## config.mk

```make
export PLATFORM = sky130hd
export DESIGN_NAME = uart_rx_8n1
export DESIGN_NICKNAME = d
export VERILOG_FILES = /design/src/rtl/uart_rx_8n1.sv
export SDC_FILE = /design/constraint.sdc
export NUM_CORES = 1
export LEC_CHECK = 0
export CORE_MARGIN = 5
export CORE_UTILIZATION = 55
export CTS_CLUSTER_DIAMETER = 120
export DETAILED_ROUTE_END_ITERATION = 7
export DONT_BUFFER_PORTS = 1
export HOLD_SLACK_MARGIN = 0.1
export PLACE_DENSITY_LB_ADDON = 0.15
export SLEW_MARGIN = 20
export SYNTH_ARGS = -nofsm -noshare
export SYNTH_HDL_FRONTEND = slang
export SYNTH_SLANG_ARGS = --single-unit
```

## constraint.sdc

```tcl
create_clock -name clk -period 5.07 [get_ports clk]
set_input_delay 0.507 -clock clk [delete_from_list [all_inputs] [get_ports clk]]
set_output_delay 0.507 -clock clk [all_outputs]
set_load 0.05 [all_outputs]
```

## src/rtl/uart_rx_8n1.sv

```systemverilog
// uart_rx_8n1: 8N1 UART receiver running on the system clock.
// The rx line is double-flopped, the start bit is confirmed at mid-bit,
// data and stop bits are sampled one bit period apart from that point.
// Completed bytes are reported with a one-cycle rxvalid strobe; a low stop
// bit gives a one-cycle framing_err strobe, after which the receiver waits
// for the line to return high before looking for a new start bit.
module uart_rx_8n1 #(
  parameter int CLKS_PER_BIT = 1250
) (
  input  logic       clk,
  input  logic       rst,
  input  logic       rx,
  output logic [7:0] rxbyte,
  output logic       rxvalid,
  output logic       framing_err,
  output logic       busy
);

  // Counter only has to reach CLKS_PER_BIT-1.
  localparam int CNT_W = $clog2(CLKS_PER_BIT);
  localparam logic [CNT_W-1:0] CNT_ZERO  = CNT_W'(0);
  localparam logic [CNT_W-1:0] CNT_ONE   = CNT_W'(1);
  localparam logic [CNT_W-1:0] HALF_LAST = CNT_W'(CLKS_PER_BIT / 2 - 1);
  localparam logic [CNT_W-1:0] FULL_LAST = CNT_W'(CLKS_PER_BIT - 1);

  typedef enum logic [2:0] {
    IDLE      = 3'd0,
    START     = 3'd1,
    DATA      = 3'd2,
    STOP      = 3'd3,
    WAIT_HIGH = 3'd4
  } state_t;

  state_t           state_r;
  logic             sync1_r;
  logic             rx_s;
  logic [CNT_W-1:0] cnt_r;
  logic [2:0]       bit_idx_r;
  logic [7:0]       shift_r;

  // Two-flop synchronizer for the asynchronous rx pin; idles high.
  always_ff @(posedge clk) begin
    if (rst) begin
      sync1_r <= 1'b1;
      rx_s    <= 1'b1;
    end else begin
      sync1_r <= rx;
      rx_s    <= sync1_r;
    end
  end

  // Receive FSM: bit timing, sampling, shift register and registered strobes.
  always_ff @(posedge clk) begin
    if (rst) begin
      state_r     <= IDLE;
      cnt_r       <= CNT_ZERO;
      bit_idx_r   <= 3'd0;
      shift_r     <= 8'h00;
      rxbyte      <= 8'h00;
      rxvalid     <= 1'b0;
      framing_err <= 1'b0;
      busy        <= 1'b0;
    end else begin
      // Strobes are single-cycle unless re-asserted below.
      rxvalid     <= 1'b0;
      framing_err <= 1'b0;
      case (state_r)
        IDLE: begin
          cnt_r <= CNT_ZERO;
          if (!rx_s) begin
            state_r <= START;
            busy    <= 1'b1;
          end
        end
        START: begin
          if (cnt_r == HALF_LAST) begin
            cnt_r <= CNT_ZERO;
            if (!rx_s) begin
              state_r   <= DATA;
              bit_idx_r <= 3'd0;
            end else begin
              // Low pulse shorter than half a bit: treat as a glitch.
              state_r <= IDLE;
              busy    <= 1'b0;
            end
          end else begin
            cnt_r <= cnt_r + CNT_ONE;
          end
        end
        DATA: begin
          if (cnt_r == FULL_LAST) begin
            cnt_r     <= CNT_ZERO;
            shift_r   <= {rx_s, shift_r[7:1]};
            bit_idx_r <= bit_idx_r + 3'd1;
            if (bit_idx_r == 3'd7) begin
              state_r <= STOP;
            end
          end else begin
            cnt_r <= cnt_r + CNT_ONE;
          end
        end
        STOP: begin
          if (cnt_r == FULL_LAST) begin
            cnt_r <= CNT_ZERO;
            if (rx_s) begin
              // Rearm at mid-stop-bit so back-to-back frames are caught.
              rxbyte  <= shift_r;
              rxvalid <= 1'b1;
              state_r <= IDLE;
              busy    <= 1'b0;
            end else begin
              framing_err <= 1'b1;
              state_r     <= WAIT_HIGH;
            end
          end else begin
            cnt_r <= cnt_r + CNT_ONE;
          end
        end
        WAIT_HIGH: begin
          // A held-low line (break) must not look like a new start bit.
          if (rx_s) begin
            state_r <= IDLE;
            busy    <= 1'b0;
          end
        end
        default: begin
          state_r <= IDLE;
          cnt_r   <= CNT_ZERO;
          busy    <= 1'b0;
        end
      endcase
    end
  end

endmodule

```

==> impl_metrics.json <==
{
  "yosysTopAreaCellShare": 0.403,
  "period_minus_slack_ps": 2080,
  "grt_usage": 0.173,
  "grt_overflow": 0,
  "worstMarginPinSlew_ps": 572,
  "fin_skew_ps": 9.13,
  "cts_resized": 0,
  "drt_iter0_markers": 32,
  "critPathCapture": "bit_idx_r[2]",
  "ys_seq_area_frac": 0.403,
  "cp.required_ps": 5320,
  "grt_pass1_vias": 1351,
  "reg2regPathDepth": 6,
  "path_max_fanout": 10,
  "grt_start_max_net_pins": 30,
  "slew-limit-headroom": 0.618,
  "cts_root_buf": "clkbuf_4",
  "fin_crit_sh": 0.410,
  "h-tree-depth": 2,
  "synth_top_family_by_area": "simple AND/OR/NAND/NOR gates",
  "drv_cap": 0,
  "critPathMaxStageDelay_ps": 500,
  "synth-main-ff-cell": "dfxtp_1",
  "dieArea_um2": 4700,
  "cellPowerDensity_nw_per_um2": 293,
  "hp-class": "in2reg",
  "rsz0062_at_grt": "no",
  "diodes": 0,
  "synthTopCellsByArea": "dfxtp_1 (40%), mux2i_1 (9.0%), nor2_1 (5.6%)",
  "globalplace.congestion": 0.807,
  "path_clk_slew_ps": 120,
  "routed_wl_um": 3570,
  "cp-start-kind": "flop",
  "clockBufferDepth": 2,
  "holdWs_ps": 224,
  "grt_pass1_wl_um": 6020,
  "ios": 14,
  "num_rows": 21,
  "slew_violations": 0,
  "crit_family": "simple AND/OR/NAND/NOR gates",
  "crit_chain": "inv_1 -> ha_1 -> nand4bb_1 -> nor4_4 -> nand3_1 -> o32ai_1",
  "dr.pass1.iters": 4,
  "ys_types": 52,
  "synth_nets": 205,
  "p_leak_nw": 0.781,
  "async_reset_ff_frac": 0,
  "drive_above_1_share": 0.122,
  "synth-xor-area-share": 0.00928,
  "dpl.hpwl_um": 2590,
  "synthAdderAreaFrac": 0.0332,
  "route.vias.total": 1401,
  "port_buffers": 0,
  "nets": 203,
  "max_freq_mhz": 481,
  "final_core_util": 0.597,
  "yosys_warnings": 0,
  "via_per_inst": 5.79,
  "syn_avg_cell_area_um2": 9.58,
  "r2r-start": "cnt_r[1]",
  "die_w_um": 68.6,
  "drcViolationCount": 0,
  "syn_to_final_growth_pct": 5.50,
  "cts_sinks": 38,
  "cts_tree": "yes",
  "synthesis.area_um2": 1890,
  "cp_num_buf_inv": 1,
  "syn-instance-count": 197,
  "r2r_end": "bit_idx_r[2]",
  "clk-insertion-delay-late_ps": 340,
  "cp.depth": 6,
  "post_drt_wl_per_cell_um": 14.7,
  "ant_nets": 0,
  "finalPower_uw": 584,
  "synth-simple-area-share": 0.231,
  "cts_setup_buffers": 0,
  "cp_slowest_cell": "nand3_1",
  "finalSetupViolCount": 0,
  "rrSetupSlack_ps": 2990,
  "antenna_found_initial": 0,
  "crit_path_end_kind": "flop",
  "cts_hold_buf": 0,
  "synth-edff-count": 0,
  "dieHeight_um": 68.6,
  "startpoint": "cnt_r[1]",
  "finalSetupTns_ps": 0,
  "ir_drop_v": 0.000174,
  "synth_compound_area_frac": 0.184,
  "fillers": 303,
  "hold_viol_final": 0,
  "coreArea_um2": 3340,
  "outcome": "completed",
  "synth_mux_area_frac": 0.0902,
  "crit_arrival_ps": 2330,
  "numCtsBuffers": 5,
  "crit_type": "reg2reg",
  "yosysTopAreaCell": "dfxtp_1",
  "start_util": 0.565,
  "ys_ff_latch": 38
}
[how the worst min path moves through the flow]
stage | from | endpoint | slack [ps] | cells after the start
6_report | rst | rxbyte[0] | 220 | 1
4_1_cts | rst | shift_r[5] | 200 | 1
5_1_grt | rst | shift_r[3] | 190 | 1
3_5_place_dp | sync1_r | rx_s | 400 | 1
2_1_floorplan | sync1_r | rx_s | 390 | 1
3_3_place_gp | sync1_r | rx_s | 400 | 1
[logic make-up after synthesis]
logic type	after synthesis
buffers and inverters	18
multiplexers	17
flip-flops	38
AO/OA/AOI/OAI	44
AND/OR/NAND/NOR	73
XOR/XNOR	2
adder cells (fa/ha/maj)	5
[cells in the mapped netlist, types with 2 or more instances]
master	n
nand2_1	10
ha_1	5
mux2i_1	17
a31oi_1	4
or3_1	2
clkbuf_1	5
inv_1	8
o32ai_1	2
o21ai_0	7
a22o_1	2
o2bb2ai_1	2
nor3_1	4
nand3_1	4
a21oi_1	7
and3_1	3
nor3b_1	3
xnor2_1	2
o21ai_1	2
or2_2	2
nand2b_1	3
nor2_1	28
dfxtp_1	38
nor2b_1	2
buf_2	2
a21o_1	4
a211oi_1	2
o21a_1	2
[cell usage in the layout (no fill, tap or decap), drive strengths merged, types with 3 or more instances in the layout]
cell type | synthesis | routed
a21o | 4 | 4
a21oi | 8 | 8
a31oi | 5 | 5
and3 | 4 | 4
clkbuf | 5 | 5
dfxtp | 38 | 38
ha | 5 | 5
inv | 8 | 8
mux2i | 17 | 17
nand2 | 10 | 10
nand2b | 3 | 3
nand3 | 4 | 4
nor2 | 28 | 28
nor3 | 5 | 5
nor3b | 3 | 3
o21ai | 9 | 9
[report_power, final]
group | switching [mW] | internal, mW | leakage, nW
clock | 0.103 | 0.154 | 0.0554
sequential | 0.00528 | 0.301 | 0.307
combinational | 0.0120 | 0.00897 | 0.419
total | 0.120 | 0.464 | 0.781
[area by class of cell]
class	count	area [um2]	share of cell area
flip-flops and latches	38	761	0.382
inverters	9	33.8	0.0170
clock inverters	3	68.8	0.0346
clock buffers	5	37.5	0.0189
multi-input cells	141	1030	0.519
well taps	46	57.6	0.0289
[registers in the layout (all words and copies together), names as in the netlist]
register / count
sync1_r: 1
bit_idx_r: 3
state_r: 3
cnt_r: 11
rxbyte: 8
framing_err: 1
rxvalid: 1
busy: 1
rx_s: 1
shift_r: 8
[metal layers]
metal	routed length, um	vias up	global-route usage
li1	-	705	-
met1	1660	663	0.215
met2	1660	27	0.278
met3	183	6	0.0551
met4	66	0	0.0695
met5	0	-	0
[metrics by stage]
step                      cell area [um2]  worst slack [ps]  cells
after floorplan                      1890              3400    197
after global placement               1880              3120    234
after detailed placement             1880              3000    234
after CTS                            1990              2980    242
after global routing                 1990              2810    242
final                                1990              2990    242
Power figures use the tool's default switching activity.
